`config.mk`:
```
export PLATFORM = sky130hd
export DESIGN_NAME = option_index_sched
export DESIGN_NICKNAME = d
export VERILOG_FILES = /design/src/rtl/option_index_sched.sv
export SDC_FILE = /design/constraint.sdc
export NUM_CORES = 1
export LEC_CHECK = 0
export CAP_MARGIN = 20
export CELL_PAD_IN_SITES_DETAIL_PLACEMENT = 0
export CELL_PAD_IN_SITES_GLOBAL_PLACEMENT = 1
export CORE_MARGIN = 2
export CORE_UTILIZATION = 32
export CTS_BUF_LIST = sky130_fd_sc_hd__clkbuf_8
export CTS_CLUSTER_SIZE = 25
export DETAILED_ROUTE_END_ITERATION = 10
export GPL_ROUTABILITY_DRIVEN = 0
export HOLD_SLACK_MARGIN = 0.03
export PLACE_DENSITY = 0.93
export SYNTH_ARGS = -nofsm -noshare
export SYNTH_HDL_FRONTEND = slang
export SYNTH_SLANG_ARGS = --single-unit
```
`constraint.sdc`:
```
create_clock -name clk -period 5.75 [get_ports clk]
set_clock_uncertainty 0.05 [all_clocks]
set_input_delay 1.15 -clock clk [delete_from_list [all_inputs] [get_ports clk]]
set_output_delay 1.15 -clock clk [all_outputs]
set_load 0.01 [all_outputs]
```
`src/rtl/option_index_sched.sv`:
```
// Merges the case and nocase index buffers into one engine stream, lowest byte offset first.
// Optional tie statistics counter: OPT_SCHED_STATS_EN.
module option_index_sched #(
    parameter logic [10:0] TYPE_BASE  = 11'd0,
    parameter logic [10:0] OFFSET_ADJ = 11'd0
) (
    input  logic        clk,
    input  logic        rst,
    input  logic [21:0] a_dout,
    input  logic        a_empty,
    output logic        a_rd_en,
    input  logic [21:0] b_dout,
    input  logic        b_empty,
    output logic        b_rd_en,
    input  logic        eop,
    input  logic        out_ready,
    output logic        out_valid,
    output logic [10:0] out_index,
    output logic [10:0] out_offset,
    output logic        out_from_b,
    output logic        flush_done
`ifdef OPT_SCHED_STATS_EN
    ,
    output logic [15:0] stat_ties
`endif
);

    typedef enum logic {
        S_RUN,
        S_DRAIN
    } state_t;

    state_t      r_state;
    state_t      w_state_nxt;
    logic        r_rr;
    logic        r_vld_p1;
    logic [10:0] r_index_p1;
    logic [10:0] r_offset_p1;
    logic        r_from_b_p1;
    logic        r_flush_done;
    logic        w_flush_nxt;

    logic [10:0] w_a_off;
    logic [10:0] w_b_off;
    logic        w_slot_free;
    logic        w_a_wins;
    logic        w_pop_a;
    logic        w_pop_b;
    logic        w_pop;
    logic [21:0] w_sel;

    function automatic logic [10:0] f_sub_base(input logic [10:0] idx);
        return idx - TYPE_BASE;
    endfunction

    function automatic logic [10:0] f_add_adj(input logic [10:0] off);
        return off + OFFSET_ADJ;
    endfunction

    assign w_a_off     = a_dout[10:0];
    assign w_b_off     = b_dout[10:0];
    assign w_slot_free = !r_vld_p1 || out_ready;

    // Equal offsets fall back to the round-robin bit, which flips on every pop.
    always_comb begin
        w_a_wins = 1'b0;
        if (a_empty)
            w_a_wins = 1'b0;
        else if (b_empty)
            w_a_wins = 1'b1;
        else if (w_a_off != w_b_off)
            w_a_wins = (w_a_off < w_b_off);
        else
            w_a_wins = r_rr;
    end

    assign w_pop_a = w_slot_free && w_a_wins;
    assign w_pop_b = w_slot_free && !b_empty && !w_a_wins;
    assign w_pop   = w_pop_a || w_pop_b;
    assign w_sel   = w_pop_b ? b_dout : a_dout;
    assign a_rd_en = w_pop_a;
    assign b_rd_en = w_pop_b;

    always_comb begin
        w_state_nxt = r_state;
        w_flush_nxt = 1'b0;
        case (r_state)
            S_RUN: begin
                if (eop)
                    w_state_nxt = S_DRAIN;
            end
            S_DRAIN: begin
                if (a_empty && b_empty && w_slot_free) begin
                    w_flush_nxt = 1'b1;
                    w_state_nxt = S_RUN;
                end
            end
            default: w_state_nxt = S_RUN;
        endcase
    end

    // Stage p1: output register toward the engine
    always_ff @(posedge clk or posedge rst) begin
        if (rst) begin
            r_state      <= S_RUN;
            r_rr         <= 1'b0;
            r_flush_done <= 1'b0;
            r_vld_p1     <= 1'b0;
            r_index_p1   <= 11'd0;
            r_offset_p1  <= 11'd0;
            r_from_b_p1  <= 1'b0;
        end else begin
            r_state      <= w_state_nxt;
            r_flush_done <= w_flush_nxt;
            if (w_pop) begin
                r_vld_p1    <= 1'b1;
                r_index_p1  <= f_sub_base(w_sel[21:11]);
                r_offset_p1 <= f_add_adj(w_sel[10:0]);
                r_from_b_p1 <= w_pop_b;
                r_rr        <= ~r_rr;
            end else if (w_slot_free) begin
                r_vld_p1 <= 1'b0;
            end
        end
    end

`ifdef OPT_SCHED_STATS_EN
    logic [15:0] r_stat_ties;
    logic        w_tie;

    assign w_tie = !a_empty && !b_empty && (w_a_off == w_b_off);

    always_ff @(posedge clk or posedge rst) begin
        if (rst)
            r_stat_ties <= 16'd0;
        else if (w_pop && w_tie && (r_stat_ties != 16'hFFFF))
            r_stat_ties <= r_stat_ties + 16'd1;
    end

    assign stat_ties = r_stat_ties;
`endif

    assign out_valid  = r_vld_p1;
    assign out_index  = r_index_p1;
    assign out_offset = r_offset_p1;
    assign out_from_b = r_from_b_p1;
    assign flush_done = r_flush_done;

endmodule

```
Word-level counts from Yosys, hierarchy flattened
Index checks and enable logic that the tools add are counted.

Word-level logic and storage cells: 33. Register bits after elaboration: 27. Bits of input ports: 50.

Bitwise gates (word level): 2. Reductions and logical operators: 11. Equality and inequality tests: 1. Order comparisons: 1. Multiplexer cells: 11.

Operator list (number): $mux W22 (1); $lt A11 B11 Y1 (1); $ne A11 B11 Y1 (1); $mux W1 (9); $logic_and A1 B1 Y1 (5); $logic_not A1 Y1 (3); $logic_or A1 B1 Y1 (2); $not A1 Y1 (2); $pmux W1 S2 (1); $reduce_bool A2 Y1 (1).

Depth between registers and ports, before layout
Gate-level depths: netlist of run 1.

Word-level depth: 8. Gate-level depth with buffers: 8. Gate-level depth less buffers: 7.

Worst setup path after synthesis of run 1
OpenSTA, ideal clock, no wires.

Path kind: in2out. Start: in a_dout[0]. End: out a_rd_en. Data required time: 4.550 ns. Path slack: 2.131 ns. Stages: 7. Arrival: 2.419 ns. Cells stage by stage: inv_1 > ha_1 > nor2b_1 > o21ai_1 > a221oi_2 > o31a_4 > buf_6.

Longest elaborated chain between the ends: 5.

RTL lines: start: declaration (RTL line 9) `input logic [21:0] a_dout,`; $lt A11 B11 Y1 / $ne A11 B11 Y1 (equally long branches) (RTL line 72, 71); $mux W1 (*) (RTL line 71) `else if (w_a_off != w_b_off)`; $mux W1 (*) (RTL line 69) `else if (b_empty)`; $mux W1 (*) (RTL line 67) `if (a_empty)`; $logic_and A1 B1 Y1 (*) (RTL line 77) `assign w_pop_a = w_slot_free && w_a_wins;`; end: declaration (RTL line 11) `output logic a_rd_en,`.

Every way passes the cells marked *; elsewhere a longest branch is shown, timed or not.

Worst setup path after layout of run 1
Same ends and word-level chain as after synthesis.

==> flow_summary_export.csv, run 1 <==
group,metric,value,unit
routing,drtIter0Drc,60,
critical_path,crit_fanout,24,
global_route,grt_pass1_wl,6.437,mm
clock_tree,cts_buffers,3,
yosys,synth_cell_types,23,
timing,worst_pin_slew,0.6369,ns
yosys,synthArstFlopShare,1.000,
floorplan,die_area,5252,sq um
yosys,syn_nets,197,
cells_and_area,synthToLayoutAreaGrowth,56.88,%
critical_path,critPathMostFrequentCell,"clkdlybuf4s50_1",
routing,vias_per_cell,4.977,
clock_tree,clock-sinks,27,
yosys,syn-cell-area,1500,sq um
critical_path,cp-startpoint,"a_dout[0]",
yosys,synth_edf_count,0,
routing,avgRoutedWirePerCell,14.74,um
floorplan,ios,77,
cells_and_area,antenna_cells,0,
floorplan,floorplan.initialDensity,0.3376,
power,irDropWorstVdd,0.00009874,V
yosys,netlist_top_cells_area,"dfrtp_1 45%, a221o_1 14%, ha_1 9.2%",
yosys,syn_avg_cell_area,11.03,sq um
critical_path,path_class,"input port to primary output",
floorplan,chipHeight,72.47,um
timing,fmax,207.5,MHz
critical_path,worstReg2RegEnd,"out_index[10]",
flow_run,max_cap_viol_count,0,
routing,vias,1314,
timing,grt_setup_unrepaired,"false",
timing,fin_crit_sh,0.8381,
critical_path,endpoint_kind,"primary output",
floorplan,core,4444,sq um
critical_path,reg2reg_depth,4,
critical_path,crit_family,"buffers and inverters",
global_route,grtUsageTotal,0.1539,
timing,slew_violations,0,
power,p_leak,1.024,nW
place,placed_area,2281,sq um
global_route,overflow,0,
global_route,grt_pass1_vias,1411,
outcome,outcome,"finished clean",
yosys,ys_ff_latch,27,
cells_and_area,drive_above_1_share,0.04717,
yosys,synth.largest_area_cell,"dfrtp_1",
clock_tree,cts_resized,0,
timing,slew_headroom,0.5743,
min_path,hold_class,"flip-flop to flip-flop",
timing,period_needed,4.819,ns
power,power.density,233.4,nW/um^2
global_route,grt_max_degree,28,
global_route,antenna_found_initial,0,
clock_tree,cts_root_buf,"clkbuf_8",
clock_tree,htree_levels,1,
routing,ant_nets,0,
routing,drc,0,
yosys,synth_top_flop_cell,"dfrtp_1",
clock_tree,holdBufCountCts,0,
critical_path,cp_cell_sequence,"clkdlybuf4s50_1 > inv_1 > ha_1 > nor2b_1 > o21ai_1 > a221oi_2 > o31a_4 > clkdlybuf4s50_1",
timing,report.final.setup_viol,0,
cells_and_area,final_cell_mix,"76 x clkdlybuf4s50_1, 27 x dfrtp_1, 21 x and2_1, 21 x a221o_1, 15 x inv_1",
critical_path,critPathLaunchType,"input port",
critical_path,reg2reg_from,"out_valid",
clock_tree,clk_latency,0.27,ns
critical_path,crit_cells,8,
clock_tree,cts_tree,"built",
yosys,yosysTopAreaCellShare,0.4504,
timing,finalSetupTns,0,ns
critical_path,slowest_delay,0.60,ns
cells_and_area,layout_commonest_cell,"clkdlybuf4s50_1",
floorplan,dieWidth,72.47,um
routing,finalWirelength,3.892,mm
yosys,syn_inst,136,
cells_and_area,final_design_area_no_fill,2354,sq um
yosys,ys_warn_count,0,
critical_path,crit_required,4.55,ns
routing,firstDrtPassIters,4,
place,portBuffers,76,
cells_and_area,nFillCells,428,
floorplan,row_count,24,
critical_path,arrival,3.62,ns
clock_tree,clk_pin_slew_worst_paths,0.10,ns
place,hpwl,2.854,mm
timing,finalHoldViolations,0,
critical_path,crit_buf_inv,3,
clock_tree,cts_setup_buffers,0,
critical_path,reg2reg_slack,3.99,ns
yosys,ys_seq_area_frac,0.4504,
critical_path,crit_slowest_cell,"clkdlybuf4s50_1",
clock_tree,clk_path_buf_depth,2,
cells_and_area,final_nets,274,
critical_path,crit_end,"a_rd_en",
logic make-up (layout without fill, tap and decap cells):
group | after synthesis | in the layout | share of synthesized area
compound gates | 33 | 33 | 0.2035
xor+xnor | 1 | 1 | 0.005839
fa+ha+maj | 11 | 11 | 0.09174
buf+inv | 20 | 96 | 0.07006
flops | 27 | 27 | 0.4504
simple gates | 44 | 44 | 0.1785
sequential cells by signal, indices dropped and copies added, names as in the netlist:
signal and flops:
r_rr 1, out_from_b 1, r_state 1, flush_done 1, out_offset 11, out_index 11, out_valid 1
stage by stage:
step / util / hold slack (ns) / cells / worst slack, ns / power (mW)
floorplan: - / 0.3961 / 136 / 2.131 / 0.3332
global placement: 0.5132 / 0.4210 / 259 / 0.9574 / 0.4404
detailed placement: 0.5132 / 0.4254 / 259 / 0.9131 / 0.4428
CTS: 0.5234 / 0.4432 / 263 / 0.9196 / 0.5523
global route: 0.5296 / 0.4655 / 264 / 0.7782 / 0.5801
finish: 0.5296 / 0.4406 / 264 / 0.9307 / 0.5494
layer usage:
layer / track usage / wire length (um)
met1: 0.1851 / 1674
met5: 0 / 0
met4: 0.02469 / 4
met3: 0.03472 / 212
met2: 0.2844 / 2000
final cells by class:
cell class | instances | area [sq um] | share of cell area
Multi-Input combinational cell | 89 | 719.4 | 0.3057
Clock inverter | 1 | 3.754 | 0.001595
Inverter | 14 | 52.55 | 0.02233
Sequential cell | 27 | 675.6 | 0.2871
Timing Repair Buffer | 78 | 795.8 | 0.3381
Tap cell | 52 | 65.06 | 0.02764
Clock buffer | 3 | 41.29 | 0.01754
where the power goes:
part | leakage [nW] | total (mW) | internal, mW | switching, mW
combinational | 0.674 | 0.202 | 0.124 | 0.0786
sequential | 0.324 | 0.239 | 0.222 | 0.0165
clock | 0.0269 | 0.108 | 0.0479 | 0.0604
total | 1.02 | 0.549 | 0.394 | 0.155
how the worst min path moves through the flow:
stage | startpoint | slack, ns | depth (start not counted) | end
after floorplan | r_rr | 0.40 | 1 | r_rr
after global placement | r_rr | 0.42 | 1 | r_rr
after detailed placement | r_rr | 0.43 | 1 | r_rr
after CTS | r_rr | 0.44 | 1 | r_rr
after global routing | r_state | 0.47 | 2 | r_state
final | r_rr | 0.44 | 1 | r_rr
Yosys cell counts (3+ instances only):
library cell / n
o21ai_1: 3
nand4_1: 3
inv_1: 14
buf_6: 4
nand2_1: 4
nor2b_1: 3
a221o_1: 21
dfrtp_1: 27
a21oi_1: 4
and2_1: 21
ha_1: 11
nor2_1: 8
Note: power is estimated with default switching activity, not from simulation.
==> inputs of run 2 (changes only) <==
--- a/config.mk
+++ b/config.mk
@@ -9,13 +9,13 @@
 export CELL_PAD_IN_SITES_DETAIL_PLACEMENT = 0
 export CELL_PAD_IN_SITES_GLOBAL_PLACEMENT = 1
 export CORE_MARGIN = 2
-export CORE_UTILIZATION = 32
+export CORE_UTILIZATION = 30
 export CTS_BUF_LIST = sky130_fd_sc_hd__clkbuf_8
 export CTS_CLUSTER_SIZE = 25
 export DETAILED_ROUTE_END_ITERATION = 10
 export GPL_ROUTABILITY_DRIVEN = 0
 export HOLD_SLACK_MARGIN = 0.03
-export PLACE_DENSITY = 0.93
+export PLACE_DENSITY = 0.89
 export SYNTH_ARGS = -nofsm -noshare
 export SYNTH_HDL_FRONTEND = slang
 export SYNTH_SLANG_ARGS = --single-unit
==> constraint.sdc (replaced) <==
create_clock -name clk -period 4.8 [get_ports clk]
set_clock_uncertainty 0.05 [all_clocks]
set_input_delay 0.96 -clock clk [delete_from_list [all_inputs] [get_ports clk]]
set_output_delay 0.96 -clock clk [all_outputs]
set_load 0.01 [all_outputs]
==> run 2 against run 1 <==
Effect of this change: clock-buffer cell count is the same; design area increased by 0.58%; setup slack got worse by 0.37 ns; first-iteration DRC count fell by 23%; sequential cell count unchanged; die area increased by 6.3%; sequential power is 20% higher; via count increased by 0.30%; power increased by 19%; cell count increased by 6.1%; critical path type unchanged; largest cell class unchanged.
==> flow_summary_export.csv, run 2 (synthesis results as in run 1) <==
group,metric,value,unit
clock_tree,clock-sinks,27,
critical_path,arrival,3.23,ns
routing,finalWirelength,3.927,mm
clock_tree,cts_resized,0,
cells_and_area,antenna_cells,0,
power,p_int,0.4713,mW
floorplan,core,4786,sq um
clock_tree,cts_tree,"built",
timing,finalSetupTns,0,ns
floorplan,row_count,25,
power,p_seq_frac,0.438,
place,placed_area,2307,sq um
place,dp_slack,0.5586,ns
timing,period_needed,4.240,ns
cells_and_area,final_nets,275,
timing,fin_ws,0.5598,ns
power,power.density,276.4,nW/um^2
routing,drc,0,
floorplan,ios,77,
power,clkPwrFrac,0.193,
timing,fin_crit_sh,0.8834,
timing,fmax,235.8,MHz
clock_tree,cts_setup_buffers,0,
critical_path,critPathLaunchType,"input port",
cells_and_area,final_util,0.4946,
clock_tree,clk_path_buf_depth,2,
power,switching_share,0.2798,
min_path,hold_class,"flip-flop to flip-flop",
clock_tree,cts_buffers,3,
clock_tree,clk_pin_slew_worst_paths,0.09,ns
outcome,outcome,"finished clean",
critical_path,path_class,"input port to primary output",
routing,firstDrtPassIters,4,
timing,worst_pin_slew,0.6951,ns
power,irDropWorstVdd,0.0001456,V
floorplan,dieWidth,74.72,um
cells_and_area,final_cell_mix,"76 x clkdlybuf4s50_1, 27 x dfrtp_1, 21 x and2_1, 21 x a221o_1, 15 x inv_1",
place,portBuffers,76,
global_route,antenna_found_initial,0,
critical_path,crit_fanout,2,
clock_tree,cts_root_buf,"clkbuf_8",
timing,slew_violations,0,
global_route,grt_pass1_vias,1371,
global_route,grt_pass1_wl,6.382,mm
critical_path,crit_required,3.79,ns
flow_run,max_cap_viol_count,0,
routing,vias,1318,
floorplan,die_area,5582,sq um
power,pwr-share-comb,0.369,
cells_and_area,final_design_area_no_fill,2367,sq um
routing,avgRoutedWirePerCell,14.03,um
cells_and_area,layout_commonest_cell,"clkdlybuf4s50_1",
routing,drtIter0Drc,46,
global_route,overflow,0,
routing,vias_per_cell,4.707,
power,p_leak,1.024,nW
cells_and_area,synthToLayoutAreaGrowth,57.80,%
place,hpwl,2.850,mm
clock_tree,holdBufCountCts,0,
global_route,grtUsageTotal,0.1490,
floorplan,floorplan.initialDensity,0.3135,
floorplan,chipHeight,74.72,um
cells_and_area,drive_above_1_share,0.05164,
critical_path,endpoint_kind,"primary output",
timing,finalHoldViolations,0,
clock_tree,clk_latency,0.27,ns
clock_tree,htree_levels,1,
routing,ant_nets,0,
timing,grt_setup_unrepaired,"false",
power,p_switching,0.1831,mW
timing,report.final.setup_viol,0,
timing,slew_headroom,0.5355,
global_route,grt_max_degree,28,
run 2: path summary, 6_finish.rpt:
| kind | start | end | slack [ns] | depth (start not counted) |
|---|---|---|---|---|
| worst max-delay path | a_dout[0] | a_rd_en | 0.56 | 8 |
| worst min-delay path | r_rr | r_rr | 0.44 | 1 |
| worst max register to register | out_valid | out_offset[5] | 3.01 | 4 |
| worst min register to register | r_rr | r_rr | 0.44 | 1 |
| max in group asynchronous | rst | out_valid | 3.22 | 3 |
| min in group asynchronous | rst | out_offset[2] | 0.98 | 2 |
run 2: layout make-up:
cell class,instances,area [sq um]
Clock inverter,1,3.754
Tap cell,67,83.83
Inverter,14,52.55
Clock buffer,3,41.29
Fill cell,447,2419
Sequential cell,27,675.6
Timing Repair Buffer,79,790.8
Multi-Input combinational cell,89,719.4
run 2: through the flow:
stage               cells  power [mW]  hold WS [ns]
finish                280      0.6544        0.4435
global route          280      0.6944        0.4701
CTS                   279      0.6617        0.4457
detailed placement    275      0.5315        0.4169
global placement      275      0.5299        0.4150
floorplan             136      0.3991        0.3961
run 2: layer usage:
layer	vias to the layer above	global-route usage	part of all wire
li1	653	-	-
met1	614	0.1859	0.43
met2	47	0.2606	0.50
met3	4	0.04016	0.067
met4	0	0.02976	0.0087
met5	-	0	0
run 2: critical path, stage by stage:
cell and delay [ns]:
clkdlybuf4s50_1 0.46, inv_1 0.06, ha_1 0.32, nor2b_1 0.13
o21ai_1 0.10, a221oi_2 0.44, o31a_4 0.21, clkdlybuf4s50_1 0.54
run 2: power groups by stage:
stage	clock [mW]	combinational, mW	sequential, mW
6_report	0.126	0.241	0.287
2_1_floorplan	0	0.0942	0.305
5_1_grt	0.138	0.264	0.292
4_1_cts	0.132	0.243	0.287
3_3_place_gp	0	0.240	0.289
3_5_place_dp	0	0.241	0.290
